### config.mk
export PLATFORM = sky130hd
export DESIGN_NAME = axi4_write_slave_flat
export DESIGN_NICKNAME = d
export VERILOG_FILES = /design/src/rtl/axi4_write_slave_if.sv /design/src/rtl/axi4_write_slave.sv /design/src/flat_wrapper.sv
export SDC_FILE = /design/constraint.sdc
export NUM_CORES = 1
export LEC_CHECK = 0
export ABC_AREA = 1
export BUFFER_PORTS_ARGS = -buffer_cell sky130_fd_sc_hd__buf_4
export CAP_MARGIN = 10
export CORE_AREA = 3 3 101 64
export DETAILED_ROUTE_END_ITERATION = 10
export DIE_AREA = 0 0 104 67
export PLACE_DENSITY = 0.73
export SLEW_MARGIN = 20
export SYNTH_ARGS = -nofsm -noshare
export SYNTH_HDL_FRONTEND = slang
export SYNTH_SLANG_ARGS = --single-unit
### constraint.sdc
create_clock -name ACLK -period 3.3 [get_ports ACLK]
set_input_delay 0.495 -clock ACLK [delete_from_list [all_inputs] [get_ports ACLK]]
set_output_delay 0.495 -clock ACLK [all_outputs]
set_load 0.01 [all_outputs]
### src/rtl/axi4_write_slave_if.sv
// AXI4 write-channel bundle (AW, W, B) between one master and the write slave.
// WSTRB is carried only when AXI_WSTRB_EN is defined.
interface axi4_write_slave_if #(
  parameter int DATA_WIDTH = 32,
  parameter int ADDR_WIDTH = 16
);
  logic [ADDR_WIDTH-1:0] AWADDR;
  logic [7:0]            AWLEN;
  logic [2:0]            AWSIZE;
  logic                  AWVALID;
  logic                  AWREADY;
  logic [DATA_WIDTH-1:0] WDATA;
  logic                  WLAST;
  logic                  WVALID;
  logic                  WREADY;
  logic [1:0]            BRESP;
  logic                  BVALID;
  logic                  BREADY;
`ifdef AXI_WSTRB_EN
  logic [DATA_WIDTH/8-1:0] WSTRB;

  modport slave (
    input  AWADDR, AWLEN, AWSIZE, AWVALID, WDATA, WSTRB, WLAST, WVALID, BREADY,
    output AWREADY, WREADY, BRESP, BVALID
  );
  modport master (
    output AWADDR, AWLEN, AWSIZE, AWVALID, WDATA, WSTRB, WLAST, WVALID, BREADY,
    input  AWREADY, WREADY, BRESP, BVALID
  );
`else
  modport slave (
    input  AWADDR, AWLEN, AWSIZE, AWVALID, WDATA, WLAST, WVALID, BREADY,
    output AWREADY, WREADY, BRESP, BVALID
  );
  modport master (
    output AWADDR, AWLEN, AWSIZE, AWVALID, WDATA, WLAST, WVALID, BREADY,
    input  AWREADY, WREADY, BRESP, BVALID
  );
`endif
endinterface

### src/rtl/axi4_write_slave.sv
// AXI4 INCR write slave into local memory; one beat/cycle, BVALID 1 cycle after last W beat, W/AW stall on valid=0,
// B held until BREADY. Optional byte strobes with AXI_WSTRB_EN defined.
module axi4_write_slave #(
  parameter int DATA_WIDTH   = 32,
  parameter int ADDR_WIDTH   = 16,
  parameter int MEMORY_DEPTH = 1024
) (
  input logic              ACLK,
  input logic              ARESET,
  axi4_write_slave_if.slave axi
);
  localparam int BYTES     = DATA_WIDTH / 8;
  localparam int SIZE_MAX  = $clog2(BYTES);
  localparam int IDX_W     = $clog2(MEMORY_DEPTH);
  localparam int MEM_BYTES = MEMORY_DEPTH * BYTES;

  typedef enum logic [1:0] {IDLE, DATA, RESP} state_t;

  state_t                state_q, state_d;
  logic                  awready_q, awready_d;
  logic                  wready_q, wready_d;
  logic                  bvalid_q, bvalid_d;
  logic [1:0]            bresp_q, bresp_d;
  logic [ADDR_WIDTH-1:0] addr_q, addr_d;
  logic [7:0]            len_q, len_d;
  logic [2:0]            size_q, size_d;
  logic [7:0]            beat_q, beat_d;
  logic                  addr_err_q, addr_err_d;
  logic                  last_err_q, last_err_d;

  logic [DATA_WIDTH-1:0] mem_q [MEMORY_DEPTH];

  logic        aw_hs, w_hs, last_beat, aw_err;
  logic [31:0] start_byte, burst_bytes, end_byte;
  logic [IDX_W-1:0] widx;

  assign aw_hs     = axi.AWVALID && awready_q && (state_q == IDLE);
  assign w_hs      = axi.WVALID && wready_q && (state_q == DATA);
  assign last_beat = (beat_q == len_q);

  // Range, 4 KB crossing and oversize checks are all decided once, at address acceptance.
  assign start_byte  = 32'(axi.AWADDR);
  assign burst_bytes = (32'(axi.AWLEN) + 32'd1) << axi.AWSIZE;
  assign end_byte    = start_byte + burst_bytes - 32'd1;
  assign aw_err      = (end_byte >= 32'(MEM_BYTES))
                    || (end_byte[31:12] != start_byte[31:12])
                    || (axi.AWSIZE > 3'(SIZE_MAX));

  assign widx = IDX_W'(addr_q >> SIZE_MAX);

  always_comb begin
    state_d    = state_q;
    addr_d     = addr_q;
    len_d      = len_q;
    size_d     = size_q;
    beat_d     = beat_q;
    addr_err_d = addr_err_q;
    last_err_d = last_err_q;
    case (state_q)
      IDLE: begin
        if (aw_hs) begin
          addr_d     = axi.AWADDR;
          len_d      = axi.AWLEN;
          size_d     = axi.AWSIZE;
          beat_d     = 8'd0;
          addr_err_d = aw_err;
          last_err_d = 1'b0;
          state_d    = DATA;
        end
      end
      DATA: begin
        if (w_hs) begin
          addr_d = addr_q + (ADDR_WIDTH'(1) << size_q);
          beat_d = beat_q + 8'd1;
          if (axi.WLAST != last_beat) last_err_d = 1'b1;
          if (last_beat) state_d = RESP;
        end
      end
      RESP: begin
        if (axi.BREADY && bvalid_q) state_d = IDLE;
      end
      default: state_d = IDLE;
    endcase
    // Outputs are registered versions of the upcoming state, so they change on the same edge as it.
    awready_d = (state_d == IDLE);
    wready_d  = (state_d == DATA);
    bvalid_d  = (state_d == RESP);
    bresp_d   = ((state_d == RESP) && (addr_err_d || last_err_d)) ? 2'b10 : 2'b00;
  end

  always_ff @(posedge ACLK) begin
    if (ARESET) begin
      state_q    <= IDLE;
      awready_q  <= 1'b0;
      wready_q   <= 1'b0;
      bvalid_q   <= 1'b0;
      bresp_q    <= 2'b00;
      addr_q     <= '0;
      len_q      <= '0;
      size_q     <= '0;
      beat_q     <= '0;
      addr_err_q <= 1'b0;
      last_err_q <= 1'b0;
    end else begin
      state_q    <= state_d;
      awready_q  <= awready_d;
      wready_q   <= wready_d;
      bvalid_q   <= bvalid_d;
      bresp_q    <= bresp_d;
      addr_q     <= addr_d;
      len_q      <= len_d;
      size_q     <= size_d;
      beat_q     <= beat_d;
      addr_err_q <= addr_err_d;
      last_err_q <= last_err_d;
    end
  end

  // Storage keeps its contents across reset; a beat presented on a reset edge is dropped.
  always_ff @(posedge ACLK) begin
    if (!ARESET && w_hs && !addr_err_q) begin
`ifdef AXI_WSTRB_EN
      for (int b = 0; b < BYTES; b++) begin
        if (axi.WSTRB[b]) mem_q[widx][b*8 +: 8] <= axi.WDATA[b*8 +: 8];
      end
`else
      mem_q[widx] <= axi.WDATA;
`endif
    end
  end

  assign axi.AWREADY = awready_q;
  assign axi.WREADY  = wready_q;
  assign axi.BVALID  = bvalid_q;
  assign axi.BRESP   = bresp_q;
endmodule

### src/flat_wrapper.sv
// flat-port wrapper written by rule: the top's interface ports become plain ports
module axi4_write_slave_flat 
#(
  parameter int DATA_WIDTH   = 32,
  parameter int ADDR_WIDTH   = 16,
  parameter int MEMORY_DEPTH = 1024
)
  (ACLK, ARESET, axi_AWADDR, axi_AWLEN, axi_AWSIZE, axi_AWVALID, axi_WDATA, axi_WLAST, axi_WVALID, axi_BREADY, axi_AWREADY, axi_WREADY, axi_BRESP, axi_BVALID);
  axi4_write_slave_if #(.DATA_WIDTH(DATA_WIDTH), .ADDR_WIDTH(ADDR_WIDTH)) axi_i ();
  input logic ACLK;
  input logic ARESET;
  input wire logic [$bits(axi_i.AWADDR)-1:0] axi_AWADDR;
  input wire logic [$bits(axi_i.AWLEN)-1:0] axi_AWLEN;
  input wire logic [$bits(axi_i.AWSIZE)-1:0] axi_AWSIZE;
  input wire logic [$bits(axi_i.AWVALID)-1:0] axi_AWVALID;
  input wire logic [$bits(axi_i.WDATA)-1:0] axi_WDATA;
  input wire logic [$bits(axi_i.WLAST)-1:0] axi_WLAST;
  input wire logic [$bits(axi_i.WVALID)-1:0] axi_WVALID;
  input wire logic [$bits(axi_i.BREADY)-1:0] axi_BREADY;
  output wire logic [$bits(axi_i.AWREADY)-1:0] axi_AWREADY;
  output wire logic [$bits(axi_i.WREADY)-1:0] axi_WREADY;
  output wire logic [$bits(axi_i.BRESP)-1:0] axi_BRESP;
  output wire logic [$bits(axi_i.BVALID)-1:0] axi_BVALID;
  assign axi_i.AWADDR = axi_AWADDR;
  assign axi_i.AWLEN = axi_AWLEN;
  assign axi_i.AWSIZE = axi_AWSIZE;
  assign axi_i.AWVALID = axi_AWVALID;
  assign axi_i.WDATA = axi_WDATA;
  assign axi_i.WLAST = axi_WLAST;
  assign axi_i.WVALID = axi_WVALID;
  assign axi_i.BREADY = axi_BREADY;
  assign axi_AWREADY = axi_i.AWREADY;
  assign axi_WREADY = axi_i.WREADY;
  assign axi_BRESP = axi_i.BRESP;
  assign axi_BVALID = axi_i.BVALID;
  axi4_write_slave #(.DATA_WIDTH(DATA_WIDTH), .ADDR_WIDTH(ADDR_WIDTH), .MEMORY_DEPTH(MEMORY_DEPTH)) u_core (.ACLK(ACLK), .ARESET(ARESET), .axi(axi_i));
endmodule
==> impl_results.rst, run 1 <==
.. list-table::
   :header-rows: 1

   * - Metric
     - Value
   * - Transition time of the tightest slew-check pin
     - 593 ps
   * - Post-route design area
     - 0.00365 sq mm
   * - Sort of element at the start of the critical path
     - input port
   * - Number of port buffers
     - 36
   * - Kind of critical path
     - in -> reg
   * - Hold Fails Final Rpt
     - 0
   * - Share of the clock period used by the worst path
     - 96.4%
   * - Overall overflow remaining after global route
     - 0
   * - ANT nets after route
     - 0
   * - Leakage power
     - 0.00187 uW
   * - Total standard cell area after synthesis
     - 0.00273 sq mm
   * - Met3 track demand over resource in global routing
     - 3.10%
   * - Number of enable flip-flop cells after synthesis
     - 0
   * - Met2 GRT Util
     - 28.1%
   * - Number of register bits inferred by synthesis
     - 24
   * - CTS buffer count
     - 3
   * - Post-synthesis to final-layout area growth
     - 33.8%
   * - Die X
     - 104 um
   * - Final core area utilization
     - 65.5%
   * - Power consumption
     - 1200 uW
   * - Number of antenna violations at the first check in global routing
     - 0
   * - Mean cell area of the mapped netlist
     - 5.91 sq um
   * - Final net count
     - 622
   * - Most frequent cell after synthesis
     - sky130_fd_sc_hd__nand2_1
   * - Number of global-route vias before repair
     - 2393
   * - Worst path setup slack after routing
     - 120 ps
   * - Number of max-capacitance violations reported
     - 0
   * - Floorplan row count
     - 21
   * - Die Y-Extent
     - 67 um
   * - TritonCTS clock tree
     - built
   * - Maximum number of pins on one net before global-route repair
     - 18
   * - Top Usage Layer GRT
     - met1
   * - Final count of pins violating max slew
     - 0
   * - Worst slack after detailed placement
     - -314 ps
   * - Insertion delay of the later-clocked pin in the worst-skew pair
     - 270 ps
   * - Number of top-level pins
     - 70
   * - Largest fanout on the critical path
     - 6
   * - Area enclosed by the die boundary
     - 0.00697 sq mm
   * - Final setup viols
     - 0
   * - Syn nets
     - 561
   * - Warning count from the yosys run
     - 0
   * - Number of distinct library cells after synthesis
     - 36
   * - Fraction of layout cells with a size suffix above 1
     - 24.7%
   * - Library cell occupying the most area in the post-synthesis netlist
     - sky130_fd_sc_hd__nand2_1
   * - Initial Utilization
     - 49.0%
   * - Tightest slew margin relative to the limit
     - 60.3%
   * - Half-perimeter wire length after detailed placement
     - 5580 um
   * - Most instantiated cells after synthesis
     - sky130_fd_sc_hd__nand2_1, sky130_fd_sc_hd__inv_1, sky130_fd_sc_hd__ha_1, sky130_fd_sc_hd__nor2_1
   * - Sequential fraction of the synthesis area
     - 17.6%
   * - Worst-path clk slew
     - 90 ps
   * - CTS Buffer Depth
     - 2
   * - H-tree Lvls
     - 1
   * - Library cell used as clock root buffer
     - sky130_fd_sc_hd__clkbuf_8
   * - Most used flip-flop cell after synthesis
     - sky130_fd_sc_hd__dfxtp_1
   * - Peak VDD IR
     - 180 uV
   * - Post-synth top area share
     - 18.2%
   * - Minimum period implied by the final worst setup slack
     - 3180 ps
   * - First-pass GRT wire length
     - 10900 um
   * - Setup skew after layout
     - 6.40 ps
   * - Outcome
     - finished clean
   * - Post-detailed-route wirelength per cell
     - 11.4 um
   * - Grt met1 use
     - 30.0%
   * - Antenna cell count
     - 0
   * - Count of routing violations after the opening detailed-route iteration
     - 149
   * - Iteration count of the initial detailed-routing pass
     - 5
   * - Type of destination of the critical path
     - register
   * - Synth area leaders
     - sky130_fd_sc_hd__nand2_1, sky130_fd_sc_hd__dfxtp_1, sky130_fd_sc_hd__ha_1
   * - WL final
     - 6850 um
   * - Final Non-Filler Cells
     - 602
   * - Average via count per standard cell
     - 4.76
   * - Req. time, crit path
     - 3460 ps
   * - Signal arrival time at the worst endpoint
     - 3340 ps
   * - # placed instances
     - 596
   * - Achievable frequency
     - 315 MHz
   * - Share of async-settable or async-resettable flops after synthesis
     - 0%
   * - Power density of the placed cells
     - 330 mW/mm^2
   * - Drt drc
     - 0
   * - Final RePlAce weighted congestion
     - 0.907
   * - Placement-stage cell area
     - 0.00326 sq mm
   * - Path category of the worst min-delay check
     - reg -> reg
   * - Number of inserted filler cells in the final layout
     - 490
   * - Placeable core area
     - 0.00557 sq mm
   * - CTS Sinks
     - 24
   * - Total Routing Usage GR
     - 19.3%
   * - Cell count after synthesis
     - 462
   * - Setup repair after global routing missed its margin
     - yes
   * - Via count
     - 2867
==> per-layer routing <==
layer / wire [um] / vias to the layer above / share of wire (%)
met5: 0 / - / 0
met2: 2740 / 74 / 40
li1: - / 1553 / -
met1: 3680 / 1238 / 54
met4: 15 / 0 / 0.22
met3: 416 / 2 / 6.1
==> cell usage in the layout (no fill, tap or decap), types with 3 or more instances in the layout <==
| master | n |
|---|---|
| sky130_fd_sc_hd__clkbuf_8 | 3 |
| sky130_fd_sc_hd__inv_1 | 96 |
| sky130_fd_sc_hd__nand3_1 | 24 |
| sky130_fd_sc_hd__nor2_4 | 6 |
| sky130_fd_sc_hd__nor2_2 | 6 |
| sky130_fd_sc_hd__ha_4 | 11 |
| sky130_fd_sc_hd__a21oi_2 | 6 |
| sky130_fd_sc_hd__nor3_1 | 5 |
| sky130_fd_sc_hd__ha_1 | 21 |
| sky130_fd_sc_hd__nand2_4 | 4 |
| sky130_fd_sc_hd__clkinv_1 | 3 |
| sky130_fd_sc_hd__o21ai_2 | 3 |
| sky130_fd_sc_hd__xor2_1 | 4 |
| sky130_fd_sc_hd__o21ai_1 | 8 |
| sky130_fd_sc_hd__or2_2 | 4 |
| sky130_fd_sc_hd__a211oi_1 | 3 |
| sky130_fd_sc_hd__nor2_1 | 25 |
| sky130_fd_sc_hd__buf_4 | 62 |
| sky130_fd_sc_hd__nand4_1 | 9 |
| sky130_fd_sc_hd__a21oi_1 | 19 |
| sky130_fd_sc_hd__inv_2 | 4 |
| sky130_fd_sc_hd__nand2_1 | 121 |
| sky130_fd_sc_hd__nand2_2 | 9 |
| sky130_fd_sc_hd__o21ai_0 | 10 |
| sky130_fd_sc_hd__xnor2_1 | 8 |
| sky130_fd_sc_hd__dfxtp_1 | 24 |
==> path summary, 6_finish.rpt <==
kind                                 startpoint                        endpoint  slack (ps)  depth (start not counted)
hold reg to reg   u_core.beat_q[7]$_SDFFE_PP0P_   u_core.beat_q[7]$_SDFFE_PP0P_         470                          1
hold / removal    u_core.beat_q[7]$_SDFFE_PP0P_   u_core.beat_q[7]$_SDFFE_PP0P_         470                          1
setup / recovery                   axi_AWLEN[1]    u_core.addr_err_q$_SDFF_PP0_         120                         21
setup reg to reg   u_core.state_q[1]$_SDFF_PP0_  u_core.axi.BRESP[1]$_SDFF_PP0_        1470                          6
==> layout make-up <==
| cell class | count | area, sq um | area share (%) |
|---|---|---|---|
| clock buffer | 3 | 41.3 | 1.13 |
| clock inverter | 1 | 30.0 | 0.822 |
| inverter | 105 | 399 | 10.9 |
| multi-input combinational | 325 | 2100 | 57.5 |
| sequential | 24 | 480 | 13.2 |
| tap | 80 | 100 | 2.74 |
| timing repair buffer | 64 | 500 | 13.7 |
==> what timing repair did <==
item,CTS,global route
hold buffers,0,0
setup endpoints to repair,2,2
resized for setup,1,72
setup buffers,0,2
pin swaps,0,29
==> kinds of logic (layout without fill, tap and decap cells) <==
logic type	after synthesis	after routing	synth area share [%]
adders and majority gates	34	34	15.9
buffers and inverters	113	173	15.8
muxes	2	2	0.734
and+or+nand+nor	222	222	35.4
AOI/OAI and AO/OA	53	53	10.3
other	1	1	0.137
xor gates and xnor gates	13	13	4.17
DFF	24	24	17.6
==> power breakdown <==
group | switching (uW) | internal, uW
logic | 360 | 280
clock network | 92.6 | 162
registers | 8.09 | 301
==> worst max-delay path, stage by stage <==
cell and delay (ps):
sky130_fd_sc_hd__buf_8 100, sky130_fd_sc_hd__nand2_4 50, sky130_fd_sc_hd__nor2_4 130, sky130_fd_sc_hd__nand4_1 150
sky130_fd_sc_hd__xor2_2 210, sky130_fd_sc_hd__o21ai_2 150, sky130_fd_sc_hd__o21ai_1 100, sky130_fd_sc_hd__or2_1 280
sky130_fd_sc_hd__ha_1 300, sky130_fd_sc_hd__inv_2 50, sky130_fd_sc_hd__ha_4 330, sky130_fd_sc_hd__inv_4 50
sky130_fd_sc_hd__nor3_4 180, sky130_fd_sc_hd__and2_1 140, sky130_fd_sc_hd__nand2_1 70, sky130_fd_sc_hd__a21oi_2 130
sky130_fd_sc_hd__nand2_1 70, sky130_fd_sc_hd__nor2_2 110, sky130_fd_sc_hd__nand3_1 100, sky130_fd_sc_hd__nand2_2 100
sky130_fd_sc_hd__nor2_1 50
==> sequential cells by signal (all words and copies together) (netlist names) <==
signal	count
u_core.beat_q	8
u_core.axi.AWREADY	1
u_core.len_q	8
u_core.axi.BVALID	1
u_core.axi.BRESP	1
u_core.last_err_q	1
u_core.state_q	2
u_core.axi.WREADY	1
u_core.addr_err_q	1
==> stage by stage <==
| step | hold WS, ps | TNS, ps |
|---|---|---|
| after floorplan | 447 | 0 |
| after global placement | 464 | -549 |
| after detailed placement | 469 | -623 |
| after CTS | 481 | 0 |
| after global routing | 491 | -195 |
| final | 475 | 0 |
(Power assumes the default switching activity.)
==> run 2: changes to the inputs <==
ABC_AREA = not set   (was 1)
CORE_AREA = 3 3 98 63   (was 3 3 101 64)
DIE_AREA = 0 0 101 66   (was 0 0 104 67)
PLACE_DENSITY = 0.74   (was 0.73)
==> run 2 against run 1 <==
  * The flow now finishes with violations (negative setup slack)
  * Utilization fell by 0.36 points
  * Die area fell by 4.3%
  * Sequential power barely moved
  * Maximum frequency fell by 4.4%
  * Sequential share of layout area rose by 0.46 points
  * Via count fell by 3.5%
  * Critical path depth fell by 5
  * Synthesized cell count fell by 20%
  * Setup slack got worse by 150 ps
  * Area after synthesis fell by 5.3%
  * Hold slack improved by 3.9 ps
  * Critical endpoint unchanged
  * Highest routed layer unchanged
==> impl_results.rst, run 2 <==
.. list-table::
   :header-rows: 1

   * - Metric
     - Value
   * - Placeable core area
     - 0.00541 sq mm (-2.8%)
   * - Most used flip-flop cell after synthesis
     - sky130_fd_sc_hd__dfxtp_1
   * - Most instantiated cells after synthesis
     - sky130_fd_sc_hd__inv_1, sky130_fd_sc_hd__nand2_1, sky130_fd_sc_hd__nor2_1, sky130_fd_sc_hd__ha_1, sky130_fd_sc_hd__a21oi_1
   * - Post-synth top area share
     - 18.6% (+0.43 points)
   * - First-pass GRT wire length
     - 11300 um (+3.1%)
   * - H-tree Lvls
     - 1 (unchanged)
   * - Share of async-settable or async-resettable flops after synthesis
     - 0% (unchanged)
   * - Fraction of the mapped netlist area in adder cells
     - 16.7% (+0.88 points)
   * - Achievable frequency
     - 301 MHz (-4.4%)
   * - Number of distinct library cells after synthesis
     - 51 (+42%)
   * - Mean cell area of the mapped netlist
     - 7.02 sq um (+19%)
   * - Final setup viols
     - 1 (+1)
   * - Final core area utilization
     - 65.2% (-0.36 points)
   * - Number of global-route vias before repair
     - 2507 (+4.8%)
   * - Synth area leaders
     - sky130_fd_sc_hd__dfxtp_1, sky130_fd_sc_hd__ha_1, sky130_fd_sc_hd__inv_1
   * - Total standard cell area after synthesis
     - 0.00258 sq mm (-5.3%)
   * - Delay of the slowest cell on the worst path
     - 430 ps (+100 ps)
   * - Sequential fraction of the synthesis area
     - 18.6% (+0.98 points)
   * - Most common cell after layout, fill and taps aside
     - sky130_fd_sc_hd__buf_4
   * - Die Y-Extent
     - 66 um (-1.5%)
   * - Worst path setup slack after routing
     - -25.5 ps (-146 ps)
   * - Regs by FF count
     - u_core.beat_q x8, u_core.len_q x8, u_core.state_q x2
   * - Simple-gate area share of the yosys netlist
     - 23.7% (-12 points)
   * - Final count of pins violating max slew
     - 0 (unchanged)
   * - Peak VDD IR
     - 159 uV (-12%)
   * - Average via count per standard cell
     - 5.43 (+14%)
   * - Fraction of layout cells with a size suffix above 1
     - 28.8% (+4.1 points)
   * - Warning count from the yosys run
     - 0 (unchanged)
   * - Die X
     - 101 um (-2.9%)
   * - Main combinational cell family by area after synthesis
     - simple AND/OR/NAND/NOR gates
   * - Number of port buffers
     - 36 (unchanged)
   * - Total Routing Usage GR
     - 20.5% (+1.2 points)
   * - Post-detailed-route wirelength per cell
     - 14.4 um (+26%)
   * - Iteration count of the initial detailed-routing pass
     - 4 (-1)
   * - Share of the synthesized area in compound gates (AO/OA/AOI/OAI)
     - 21.3% (+11 points)
   * - Worst slack after detailed placement
     - -528 ps (-214 ps)
   * - Via count
     - 2767 (-3.5%)
   * - Start of the worst register-to-register path
     - u_core.state_q[0]$_SDFF_PP0_
   * - Final net count
     - 541 (-13%)
   * - Commonest cells after routing, fill and taps aside
     - sky130_fd_sc_hd__buf_4, sky130_fd_sc_hd__inv_1, sky130_fd_sc_hd__nand2_1
   * - Outcome
     - complete, but fails checks
   * - Area enclosed by the die boundary
     - 0.00667 sq mm (-4.3%)
   * - Cell-by-cell listing of the critical path
     - buf_8 -> buf_6 -> and3b_2 -> a21o_1 -> a211oi_2 -> mux2_4 -> mux2i_1 -> ha_1 -> inv_2 -> ha_4 -> a21o_1 -> a311oi_1 -> or4_4 -> a31o_4 -> a22oi_2 -> a31oi_1
   * - Cell count after synthesis
     - 368 (-20%)
   * - Count of routing violations after the opening detailed-route iteration
     - 159 (+6.7%)
   * - WL final
     - 7330 um (+6.9%)
   * - Maximum number of pins on one net before global-route repair
     - 18 (unchanged)
   * - Library cell occupying the most area in the post-synthesis netlist
     - sky130_fd_sc_hd__dfxtp_1
   * - Type of destination of the critical path
     - register
   * - Post-synthesis to final-layout area growth
     - 36.5%
   * - Antenna cell count
     - 0 (unchanged)
   * - Kind of critical path
     - in -> reg
   * - Path category of the worst min-delay check
     - reg -> reg
   * - Signal arrival time at the worst endpoint
     - 3490 ps (+150 ps)
   * - Power density of the placed cells
     - 331 mW/mm^2 (+0.54%)
   * - Setup repair after global routing missed its margin
     - yes
   * - Floorplan row count
     - 21 (unchanged)
   * - Combined buffer and inverter count along the critical path
     - 3 (unchanged)
   * - Drt drc
     - 0 (unchanged)
   * - Share of the clock period used by the worst path
     - 101% (+4.4 points)
   * - Post-cts hold buffer count
     - 0 (unchanged)
   * - Req. time, crit path
     - 3460 ps (about the same)
   * - Critical R2R Capture
     - u_core.beat_q[5]$_SDFFE_PP0P_
   * - TritonCTS clock tree
     - built
   * - Number of antenna violations at the first check in global routing
     - 0 (unchanged)
   * - Largest fanout on the critical path
     - 8 (+2)
   * - Number of top-level pins
     - 70 (unchanged)
   * - Top Family by Delay on Critical Path
     - compound AO/OA/AOI/OAI gates
   * - Number of max-capacitance violations reported
     - 0 (unchanged)
   * - Capture endpoint of the worst hold path
     - u_core.len_q[0]$_SDFFE_PP0P_
   * - Leakage power
     - 0.00170 uW (-9.4%)
   * - Sort of element at the start of the critical path
     - input port
   * - Number of inserted filler cells in the final layout
     - 471 (-3.9%)
   * - Violations in the final reports
     - negative setup slack
   * - Worst r2r path cells
     - 6 (unchanged)
   * - CTS Sinks
     - 24 (unchanged)
   * - Tightest slew margin relative to the limit
     - 64.9% (+4.6 points)
   * - Insertion delay of the later-clocked pin in the worst-skew pair
     - 270 ps (about the same)
   * - CTS Buffer Depth
     - 2 (unchanged)
   * - Transition time of the tightest slew-check pin
     - 525 ps (-68.0 ps)
   * - Synth Area in XOR/XNOR
     - 4.74% (+0.57 points)
   * - Final RePlAce weighted congestion
     - 0.934 (+3.0%)
   * - Minimum period implied by the final worst setup slack
     - 3330 ps (+146 ps)
   * - Overall overflow remaining after global route
     - 0 (unchanged)
   * - Worst-path clk slew
     - 80 ps (about the same)
   * - CTS buffer count
     - 3 (unchanged)
   * - Most frequent cell after synthesis
     - sky130_fd_sc_hd__inv_1
   * - Hold Path Origin
     - u_core.len_q[0]$_SDFFE_PP0P_
   * - Number of enable flip-flop cells after synthesis
     - 0 (unchanged)
   * - Hold Fails Final Rpt
     - 0 (unchanged)
   * - Setup slack of the worst register-to-register path
     - 1390 ps (-80 ps)
   * - Most common cell type on the critical path
     - sky130_fd_sc_hd__a21o_1
   * - ANT nets after route
     - 0 (unchanged)
   * - Number of register bits inferred by synthesis
     - 24 (unchanged)
   * - Setup skew after layout
     - 3.49 ps (-2.91 ps)
   * - Syn nets
     - 467 (-17%)
   * - Hold path cells
     - 2 (+1)
   * - Half-perimeter wire length after detailed placement
     - 5520 um (-1.0%)
   * - Initial Utilization
     - 47.8% (-1.2 points)
   * - Slowest cell on the critical path
     - sky130_fd_sc_hd__or4_4
   * - Library cell used as clock root buffer
     - sky130_fd_sc_hd__clkbuf_8
   * - Multiplexer fraction of the synthesized cell area
     - 4.02% (+3.3 points)
[run 2: cell count changes after synthesis, sizes merged, moves of 5 or more]
cell	previous run	this run
inv	102	55
mux2i	2	7
a221oi	0	6
a21o	0	9
nand3	25	9
buf	2	8
nand2	134	46
a22oi	0	5
[run 2: how the worst max path moves through the flow]
| stage | start | to | cells past startpoint |
|---|---|---|---|
| after floorplan | axi_AWLEN[2] | u_core.addr_err_q$_SDFF_PP0_ | 16 |
| after global placement | axi_AWLEN[0] | u_core.addr_err_q$_SDFF_PP0_ | 17 |
| after detailed placement | axi_AWLEN[0] | u_core.addr_err_q$_SDFF_PP0_ | 16 |
| after CTS | axi_AWLEN[2] | u_core.addr_err_q$_SDFF_PP0_ | 16 |
| after global routing | axi_AWLEN[4] | u_core.addr_err_q$_SDFF_PP0_ | 17 |
| final | axi_AWLEN[0] | u_core.addr_err_q$_SDFF_PP0_ | 16 |
[run 2: logic make-up (layout without fill, tap and decap cells)]
group | Yosys count | count (layout)
and+or+nand+nor | 128 | 128
AOI/OAI and AO/OA | 87 | 87
buffers and inverters | 70 | 143
adders and majority gates | 34 | 34
DFF | 24 | 24
xor gates and xnor gates | 14 | 14
muxes | 10 | 10
other | 1 | 1
[run 2: layer usage]
layer  up-vias  routed length [um]  track usage [%]
li1       1406                   -                -
met1      1266                3550             29.0
met2        87                3290             32.4
met3         8                 424             4.53
met4         0                  64             3.15
met5         -                   0                0
[run 2: where the power goes]
part	total [uW]	switching (uW)	internal, uW
clock network	257	94.4	162
registers	308	8.08	300
logic	605	307	298
[run 2: what timing repair did]
item | 4_1_cts | 5_1_grt
gates resized for setup | 19 | 25
endpoints found under the setup margin | 1 | 1
pin swaps | 10 | 21
setup buffers | 2 | 3
gates cloned | 0 | 0
[run 2: worst register-to-register path: stages (launching register included)]
cell                       delay (ps)
sky130_fd_sc_hd__dfxtp_1          450
sky130_fd_sc_hd__and2b_1          190
sky130_fd_sc_hd__and3_1           300
sky130_fd_sc_hd__nand2b_4         200
sky130_fd_sc_hd__nand4_4          140
sky130_fd_sc_hd__or3_1            360
sky130_fd_sc_hd__a21oi_1          180
[run 2: metrics by stage]
step | std cells | cell area (sq um) | total power [uW] | hold WS [ps] | TNS [ps]
2_1_floorplan | 368 | 2630 | 623 | 449 | -111
3_3_place_gp | 501 | 3240 | 812 | 458 | -471
3_5_place_dp | 501 | 3240 | 830 | 467 | -528
4_1_cts | 507 | 3390 | 1110 | 479 | 0
5_1_grt | 510 | 3530 | 1250 | 488 | -106
6_report | 510 | 3530 | 1170 | 478 | -25.5
[run 2: area by class of cell]
| type | instances | area, sq um | share of cell area [%] |
|---|---|---|---|
| flip-flops and latches | 24 | 480 | 13.6 |
| clock inverters | 1 | 30.0 | 0.851 |
| multi-input cells | 274 | 2030 | 57.7 |
| well taps | 69 | 86.3 | 2.45 |
| inverters | 55 | 206 | 5.85 |
| clock buffers | 3 | 41.3 | 1.17 |
| repair buffers | 84 | 649 | 18.4 |
